===== config.mk =====
export PLATFORM = sky130hd
export DESIGN_NAME = fmap_window_reader
export DESIGN_NICKNAME = d
export VERILOG_FILES = /design/src/rtl/fmap_window_reader.sv
export SDC_FILE = /design/constraint.sdc
export NUM_CORES = 1
export LEC_CHECK = 0
export ABC_AREA = 1
export BUFFER_PORTS_ARGS = -buffer_cell sky130_fd_sc_hd__clkbuf_2
export CAP_MARGIN = 10
export CORE_UTILIZATION = 48
export CTS_BUF_LIST = sky130_fd_sc_hd__clkbuf_16
export CTS_CLUSTER_DIAMETER = 30
export DETAILED_ROUTE_END_ITERATION = 10
export GPL_TIMING_DRIVEN = 1
export HOLD_SLACK_MARGIN = 0.02
export MAX_ROUTING_LAYER = met4
export PLACE_DENSITY = 0.8
export SYNTH_ARGS = -nofsm -noshare
export SYNTH_HDL_FRONTEND = slang
export SYNTH_SLANG_ARGS = --single-unit
export TNS_END_PERCENT = 5

===== constraint.sdc =====
create_clock -name clock -period 3.6 [get_ports clock]
set_input_delay 0.72 -clock clock [delete_from_list [all_inputs] [get_ports clock]]
set_output_delay 0.72 -clock clock [all_outputs]
set_load 0.05 [all_outputs]

===== src/rtl/fmap_window_reader.sv =====
// Consumer-side reader for pool_memo banks: passes producer controls through while idle,
// then walks every KxK window, streaming two elements per cycle from all banks.
module fmap_window_reader #(
   parameter int DATA_WIDTH      = 16,
   parameter int NUM_MULT        = 4,
   parameter int POOL_ADDR_WIDTH = 10,
   parameter int MAP_W           = 24,
   parameter int MAP_H           = 24,
   parameter int K               = 5,
   parameter int S               = 1,
   parameter int READ_LATENCY    = 2
) (
   input  logic                           clock,
   input  logic                           reset,
   input  logic                           start,
   input  logic [POOL_ADDR_WIDTH-1:0]     wr_address_a,
   input  logic [POOL_ADDR_WIDTH-1:0]     wr_address_b,
   input  logic                           wr_rden_a,
   input  logic                           wr_rden_b,
   input  logic                           wr_wren_a,
   input  logic                           wr_wren_b,
   output logic [POOL_ADDR_WIDTH-1:0]     address_a_t_use_out,
   output logic [POOL_ADDR_WIDTH-1:0]     address_b_t_use_out,
   output logic                           rden_a_use_out,
   output logic                           rden_b_use_out,
   output logic                           wren_a_use_out,
   output logic                           wren_b_use_out,
   input  logic [DATA_WIDTH*NUM_MULT-1:0] q_a_all,
   input  logic [DATA_WIDTH*NUM_MULT-1:0] q_b_all,
   output logic [DATA_WIDTH*NUM_MULT-1:0] feat_a_all,
   output logic [DATA_WIDTH*NUM_MULT-1:0] feat_b_all,
   output logic                           feat_valid,
   output logic                           window_last,
   output logic                           busy,
   output logic                           done
);
   localparam int OW    = (MAP_W - K) / S + 1;
   localparam int OH    = (MAP_H - K) / S + 1;
   localparam int PAIRS = (K * K + 1) / 2;
   localparam bit ODD   = ((K * K) % 2) == 1;
   localparam int AW    = POOL_ADDR_WIDTH;
   localparam int NW    = DATA_WIDTH * NUM_MULT;
   localparam int RL    = READ_LATENCY;
   localparam int PCW   = $clog2(PAIRS + 1);
   localparam int OXW   = $clog2(OW + 1);
   localparam int OYW   = $clog2(OH + 1);
   localparam int KXW   = $clog2(K + 2);
   localparam int DCW   = $clog2(RL + 1);
   localparam logic [AW-1:0]  ROW_STEP   = AW'(MAP_W);
   localparam logic [AW-1:0]  COL_STRIDE = AW'(S);
   localparam logic [AW-1:0]  ROW_STRIDE = AW'(S * MAP_W);
   localparam logic [KXW-1:0] K_C        = KXW'(K);

   typedef enum logic [1:0] {IDLE, READ, DRAIN, DONE} state_t;

   state_t         state_q, state_d;
   logic [PCW-1:0] pair_q, pair_d;
   logic [OXW-1:0] ox_q, ox_d;
   logic [OYW-1:0] oy_q, oy_d;
   logic [KXW-1:0] kx_q, kx_d;
   logic [AW-1:0]  row_off_q, row_off_d;
   logic [AW-1:0]  win_base_q, win_base_d;
   logic [AW-1:0]  row_base_q, row_base_d;
   logic [AW-1:0]  addr_b_hold_q, addr_b_hold_d;
   logic [DCW-1:0] drain_q, drain_d;
   logic [RL-1:0]  vld_sr_q, vld_sr_d, last_sr_q, last_sr_d, bz_sr_q, bz_sr_d;
   logic [NW-1:0]  feat_a_q, feat_a_d, feat_b_q, feat_b_d;
   logic           feat_valid_q, feat_valid_d, window_last_q, window_last_d, done_q, done_d;

   logic           last_pair, b_skip, b_wrap, issue;
   logic [KXW-1:0] kx_b, kx_a2;
   logic [AW-1:0]  addr_a, addr_b, addr_b_sel;

   // Port b reads the element after port a; it may fall onto the next window row.
   always_comb begin
      last_pair  = (pair_q == PCW'(PAIRS - 1));
      b_skip     = ODD && last_pair;
      kx_b       = kx_q + KXW'(1);
      kx_a2      = kx_q + KXW'(2);
      b_wrap     = (kx_b == K_C);
      addr_a     = win_base_q + row_off_q + AW'(kx_q);
      addr_b     = win_base_q + row_off_q + (b_wrap ? ROW_STEP : AW'(kx_b));
      addr_b_sel = b_skip ? addr_b_hold_q : addr_b;
   end

   always_comb begin
      state_d             = state_q;
      pair_d              = pair_q;
      ox_d                = ox_q;
      oy_d                = oy_q;
      kx_d                = kx_q;
      row_off_d           = row_off_q;
      win_base_d          = win_base_q;
      row_base_d          = row_base_q;
      addr_b_hold_d       = addr_b_hold_q;
      drain_d             = drain_q;
      issue               = 1'b0;
      busy                = 1'b0;
      address_a_t_use_out = wr_address_a;
      address_b_t_use_out = wr_address_b;
      rden_a_use_out      = wr_rden_a;
      rden_b_use_out      = wr_rden_b;
      wren_a_use_out      = wr_wren_a;
      wren_b_use_out      = wr_wren_b;
      case (state_q)
         IDLE: begin
            if (start) begin
               state_d    = READ;
               pair_d     = '0;
               ox_d       = '0;
               oy_d       = '0;
               kx_d       = '0;
               row_off_d  = '0;
               win_base_d = '0;
               row_base_d = '0;
            end
         end
         READ: begin
            busy                = 1'b1;
            issue               = 1'b1;
            address_a_t_use_out = addr_a;
            address_b_t_use_out = addr_b_sel;
            addr_b_hold_d       = addr_b_sel;
            rden_a_use_out      = 1'b1;
            rden_b_use_out      = !b_skip;
            wren_a_use_out      = 1'b0;
            wren_b_use_out      = 1'b0;
            if (last_pair) begin
               pair_d    = '0;
               kx_d      = '0;
               row_off_d = '0;
               if (ox_q == OXW'(OW - 1)) begin
                  ox_d = '0;
                  if (oy_q == OYW'(OH - 1)) begin
                     state_d = DRAIN;
                     drain_d = '0;
                  end else begin
                     oy_d       = oy_q + OYW'(1);
                     row_base_d = row_base_q + ROW_STRIDE;
                     win_base_d = row_base_q + ROW_STRIDE;
                  end
               end else begin
                  ox_d       = ox_q + OXW'(1);
                  win_base_d = win_base_q + COL_STRIDE;
               end
            end else begin
               pair_d = pair_q + PCW'(1);
               if (kx_a2 >= K_C) begin
                  kx_d      = kx_a2 - K_C;
                  row_off_d = row_off_q + ROW_STEP;
               end else begin
                  kx_d = kx_a2;
               end
            end
         end
         DRAIN: begin
            busy                = 1'b1;
            address_a_t_use_out = addr_a;
            address_b_t_use_out = addr_b_hold_q;
            rden_a_use_out      = 1'b0;
            rden_b_use_out      = 1'b0;
            wren_a_use_out      = 1'b0;
            wren_b_use_out      = 1'b0;
            drain_d             = drain_q + DCW'(1);
            if (drain_q == DCW'(RL - 1)) state_d = DONE;
         end
         default: state_d = IDLE;
      endcase
   end

   // Flags ride a delay line matching the memory latency, then the q register stage.
   always_comb begin
      vld_sr_d      = (vld_sr_q << 1) | RL'(issue);
      last_sr_d     = (last_sr_q << 1) | RL'(issue && last_pair);
      bz_sr_d       = (bz_sr_q << 1) | RL'(issue && b_skip);
      feat_a_d      = q_a_all;
      feat_b_d      = bz_sr_q[RL-1] ? '0 : q_b_all;
      feat_valid_d  = vld_sr_q[RL-1];
      window_last_d = vld_sr_q[RL-1] && last_sr_q[RL-1];
      done_d        = (state_q == DONE);
   end

   always_ff @(posedge clock) begin
      if (reset) begin
         state_q       <= IDLE;
         pair_q        <= '0;
         ox_q          <= '0;
         oy_q          <= '0;
         kx_q          <= '0;
         row_off_q     <= '0;
         win_base_q    <= '0;
         row_base_q    <= '0;
         addr_b_hold_q <= '0;
         drain_q       <= '0;
         vld_sr_q      <= '0;
         last_sr_q     <= '0;
         bz_sr_q       <= '0;
         feat_a_q      <= '0;
         feat_b_q      <= '0;
         feat_valid_q  <= 1'b0;
         window_last_q <= 1'b0;
         done_q        <= 1'b0;
      end else begin
         state_q       <= state_d;
         pair_q        <= pair_d;
         ox_q          <= ox_d;
         oy_q          <= oy_d;
         kx_q          <= kx_d;
         row_off_q     <= row_off_d;
         win_base_q    <= win_base_d;
         row_base_q    <= row_base_d;
         addr_b_hold_q <= addr_b_hold_d;
         drain_q       <= drain_d;
         vld_sr_q      <= vld_sr_d;
         last_sr_q     <= last_sr_d;
         bz_sr_q       <= bz_sr_d;
         feat_a_q      <= feat_a_d;
         feat_b_q      <= feat_b_d;
         feat_valid_q  <= feat_valid_d;
         window_last_q <= window_last_d;
         done_q        <= done_d;
      end
   end

   assign feat_a_all  = feat_a_q;
   assign feat_b_all  = feat_b_q;
   assign feat_valid  = feat_valid_q;
   assign window_last = window_last_q;
   assign done        = done_q;
endmodule


# ---- Word-level counts from Yosys, hierarchy flattened
# Cells that the tools add are included.
dict set report word_totals {
  word_cells 112
  regBits 198
  rom_bits 0
  n_memories 0
  latchBits 0
  mem_bits_rw 0
}
dict set report op_classes {
  shifts 0
  n_addsub 13
  n_mux 46
  n_mul 0
  order_cmp 1
  bitwise_logic 3
  eq_ne 16
  n_reduce_logical 15
  div_mod_pow 0
}
# op count
set op_table {}
lappend op_table {{$mux W10} 10}
lappend op_table {{$pmux W10 S2} 4}
lappend op_table {{$mux W5} 7}
lappend op_table {{$add A10 B5 Y10 const B} 2}
lappend op_table {{$pmux W5 S2} 2}
lappend op_table {{$mux W2} 8}
lappend op_table {{$ne A2 B2 Y1 const B} 6}
lappend op_table {{$add A10 B1 Y10 const B} 1}
lappend op_table {{$add A10 B10 Y10} 1}
lappend op_table {{$add A10 B3 Y10} 1}
lappend op_table {{$add A10 B5 Y10} 1}
lappend op_table {{$add A5 B1 Y5 const B} 2}
lappend op_table {{$eq A5 B5 Y1 const B} 2}
lappend op_table {{$reduce_and A5 Y1} 2}
lappend op_table {{$mux W3} 3}
lappend op_table {{$mux W4} 2}
lappend op_table {{$pmux W4 S2} 1}
lappend op_table {{$reduce_and A4 Y1} 2}
lappend op_table {{$ne A3 B3 Y1 const B} 2}
lappend op_table {{$or A2 B1 Y2} 3}
lappend op_table {{$pmux W2 S3} 1}
lappend op_table {{$pmux W3 S2} 1}
lappend op_table {{$reduce_and A3 Y1} 2}
lappend op_table {{$add A4 B1 Y4 const B} 1}
lappend op_table {{18 further kinds} 27}

# ---- Depth between registers and ports, before layout
dict set report depth {
  ltp_word 6
  ltp_mapped 18
}

# ---- Least setup slack after synthesis
# OpenSTA, ideal clock, no wires.
dict set report synth_timing {
  kind {reg-to-output}
  startpoint {register kx_q[1]}
  endpoint {output port address_b_t_use_out[8]}
  path_stages_with_launch 17
  n_path_buf 0
  t_required_ns 2.880
  setup_slack_ns -0.132
  arrival_ns 3.012
  path_cell_list {dfxtp_1 ha_1 xnor2_1 nor2_1 inv_1 nand2_1 inv_1 ha_1 inv_1 fa_1 o21ai_0 a21oi_1 nor2_1 nand2_1 nand2_1 nand3_1 a21oi_1}
}
dict set report synth_via {
  elab_chain_cells 6
}
# element line_no
set synth_lines {}
lappend synth_lines {{start: declaration} 60} ;# logic [KXW-1:0] kx_q, kx_d;
lappend synth_lines {{start signal: assignment} 208} ;# kx_q <= kx_d;
lappend synth_lines {{$add A3 B1 Y3 (*)} 78} ;# kx_b = kx_q + KXW'(1);
lappend synth_lines {{$eq A3 B3 Y1} 80} ;# b_wrap = (kx_b == K_C);
lappend synth_lines {{$mux W5 (*)} 82} ;# addr_b = win_base_q + row_off_q + (b_wrap ? ROW_STEP : AW'(kx_b));
lappend synth_lines {{$add A10 B5 Y10 (*)} 82}
lappend synth_lines {{$mux W10 (*)} 83} ;# addr_b_sel = b_skip ? addr_b_hold_q : addr_b;
lappend synth_lines {{$pmux W10 S2 (*)} 105} ;# case (state_q)
lappend synth_lines {{end: declaration} 23} ;# output logic [POOL_ADDR_WIDTH-1:0] address_b_t_use_out,
# Mark *: on every way between the ends. The rest lies on a longest branch, timed or not.

# ---- Worst setup path after layout
# Same ends and word-level chain as after synthesis.

==> flow_metrics.py <==
metrics = {
    "final_layout": {
        "syn_to_final_growth_pct": 34.0,
        "design_area_mm2": 0.0103,
        "antenna_cells": 0,
        "final_common_cell": "clkbuf_2",
        "layout_common_cells": "301 x clkbuf_2, 205 x inv_1, 194 x nor2_1, 183 x dfxtp_1, 131 x nand2_1",
        "n_fill_cell": 1298,
        "fin_cells": 1550,
        "fin_nets": 1515,
        "drive_gt1_share_pct": 30.0,
        "fin_util_pct": 66.7,
    },
    "placement": {
        "gp_congestion": 0.861,
        "dp.cells": 1513,
        "place_area_mm2": 0.00945,
        "port_buffers": 310,
        "hpwl_mm": 15.2,
    },
    "timing": {
        "worst_slack_ns": -0.0594,
        "final.min_clock_period_ns": 3.66,
        "worst_pin_slew_ns": 0.580,
        "finalHoldViolCount": 0,
        "rsz0062_at_grt": "yes",
        "maxSlewHeadroom_pct": 61.3,
        "max_freq_mhz": 273,
        "report.final.slew_viol_count": 0,
        "whs_ns": 0.404,
        "skew_ns": 0.0147,
        "min_period_over_period_pct": 102,
        "finalSetupViolCount": 1,
    },
    "worst_setup_path": {
        "cp_max_fo": 3,
        "path_cells": "ha_4 > xnor2_4 > nor2_2 > inv_1 > nand2_1 > inv_1 > ha_2 > inv_2 > fa_2 > o21ai_4 > a21oi_2 > nor2_2 > nand2_1 > nand2_1 > nand3_2 > a21oi_2 > buf_8",
        "reg2reg_setup_slack_ns": 1.22,
        "start_kind": "flop",
        "ff2ff_path_depth": 15,
        "cp_common_cell": "nand2_1",
        "arrival_ns": 2.94,
        "path_class": "reg2out",
        "reg2reg_to": "addr_b_hold_q[8]",
        "crit_path_end_kind": "primary output",
        "critPathRequiredTime_ns": 2.88,
        "worstReg2RegStart": "kx_q[1]",
        "cp_slowest_cell": "dfxtp_4",
        "slowest_delay_ns": 0.37,
    },
    "power_and_ir_drop": {
        "peakVddDrop_mv": 0.484,
        "power.density_mw_per_mm2": 694,
        "p_leak_uw": 0.00546,
        "finalPower_uw": 7120,
    },
    "route": {
        "drc": 0,
        "drt_first_pass_iters": 6,
        "ant_nets": 0,
        "drt_first_iter_violations": 329,
        "vias": 7249,
        "wirelength_mm": 20.6,
        "wire_per_inst_um": 13.3,
        "vias_per_cell": 4.68,
    },
    "clocking": {
        "htree_levels": 4,
        "cts.clk_slew.worst_paths_ns": 0.07,
        "cts_made_buffers": 17,
        "clk_path_buf_depth": 2,
        "tritoncts": "built",
        "cts_sinks": 190,
        "clock_latency_ns": 0.43,
        "clock-root-buffer": "clkbuf_16",
        "cts-hold-fix-buffers": 0,
    },
    "synthesis": {
        "synth_cells": 1011,
        "yosysSeqAreaShare_pct": 49.7,
        "synthDistinctLibCells": 38,
        "ys_seq_elements": 190,
        "synth-main-ff-cell": "dfxtp_1",
        "synth.cell_area_mm2": 0.00765,
        "async_reset_ff_share_pct": 0,
        "synth_edf_count": 0,
        "ys_warn_count": 0,
        "syn_nets": 1199,
        "avgSynthCellArea_um2": 7.57,
    },
    "floorplan": {
        "rows": 45,
        "die_h_um": 128,
        "start_util_pct": 49.8,
        "core_mm2": 0.0154,
        "die_x_um": 128,
        "dieArea_mm2": 0.0165,
        "ios": 311,
    },
    "global_route": {
        "grt_overflow": 0,
        "grt_pass1_vias": 6764,
        "antenna_found_initial": 0,
        "grt_max_degree": 56,
        "grt_pass1_wl_mm": 31.5,
        "grt_use_total_pct": 25.1,
    },
    "worst_hold_path": {
        "hold_depth": 2,
        "min_path_type": "reg2reg",
        "hold_path.startpoint": "last_sr_q[0]",
        "worstHoldEndpoint": "last_sr_q[1]",
    },
    "outcome": {
        "violations": "setup timing",
        "status": "complete, but fails checks",
    },
    "job": {
        "maxCapViolCount": 0,
    },
}
==> per-stage QoR <==
step	setup WS, ns	TNS, ns
after floorplan	0.000110	0
after global placement	0.0836	0
after detailed placement	0.0249	0
after CTS	0.000999	0
after global routing	-0.224	-0.908
final	-0.0594	-0.0594
==> synthesized netlist by cell type (10+ instances only) <==
master      n  area, um^2
inv_1     208         781
nor2_1    198         743
dfxtp_1   190        3800
nand2_1   133         499
a21oi_1    72         360
o21ai_0    37         185
ha_1       31         388
nand3_1    31         155
clkbuf_1   27         101
xor2_1     14         123
nor3_1     13        65.1
nand4_1    10        62.6
==> where the power goes <==
part / switching [uW] / internal (uW) / total [uW]
Clock: 869 / 979 / 1850
Combinational: 2170 / 767 / 2940
Sequential: 86.4 / 2240 / 2330
==> sequential cells by signal, summed over array words and instances, names as in the netlist <==
name / count
addr_b_hold_q: 10
done: 1
drain_q: 2
feat_a_all: 64
feat_b_all: 64
feat_valid: 1
kx_q: 3
last_sr_q: 2
ox_q: 5
oy_q: 5
pair_q: 4
row_base_q: 7
row_off_q: 7
state_q: 2
vld_sr_q: 2
win_base_q: 10
window_last: 1
==> cell families (layout without fill, tap and decap cells) <==
family | Yosys count | in the layout | synth area share, %
buffers and inverters | 241 | 569 | 11.8
flip-flops | 190 | 190 | 49.7
XOR/XNOR | 19 | 19 | 2.17
AND/OR/NAND/NOR | 400 | 400 | 21.7
adder cells (fa/ha/maj) | 33 | 33 | 5.59
AO/OA/AOI/OAI | 128 | 128 | 9.04
==> layout make-up <==
cell class / count / area, um^2 / area share (%)
Inverter: 213 / 800 / 7.79
Multi-Input combinational cell: 580 / 3080 / 30.0
Sequential cell: 190 / 3820 / 37.2
Timing Repair Buffer: 325 / 1710 / 16.7
Tap cell: 211 / 264 / 2.57
Clock inverter: 14 / 158 / 1.54
Clock buffer: 17 / 425 / 4.15
==> worst max-delay path: cells and delay by family, from the launching register on <==
family / cells / cell delay, ns
adder cells (fa/ha/maj): 3 / 0.72
AND/OR/NAND/NOR: 6 / 0.47
AO/OA/AOI/OAI: 3 / 0.42
flip-flops: 1 / 0.37
buffers and inverters: 4 / 0.35
XOR/XNOR: 1 / 0.17
==> metal layers <==
| layer | global-route usage [%] | vias up | routed length, um |
|---|---|---|---|
| met3 | 5.72 | 30 | 1100 |
| met5 | - | - | 0 |
| met2 | 43.8 | 247 | 10500 |
| li1 | - | 3692 | - |
| met4 | 9.13 | 0 | 416 |
| met1 | 28.1 | 3280 | 8530 |
==> worst max-delay path by stage <==
stage	from	endpoint	slack, ns
final	kx_q[1]	address_b_t_use_out[8]	-0.06
after global routing	kx_q[0]	address_b_t_use_out[9]	-0.22
after CTS	kx_q[0]	address_b_t_use_out[8]	0.001
after detailed placement	kx_q[1]	address_b_t_use_out[8]	0.02
after global placement	kx_q[1]	address_b_t_use_out[8]	0.08
after floorplan	kx_q[1]	address_b_t_use_out[6]	0.0001
==> repair_timing <==
action	CTS	global route
setup buffers	4	2
pin swaps	7	9
endpoints found under the hold margin	0	0
resized for setup	23	34
setup endpoints to repair	6	12
Power figures use the tool's default switching activity.
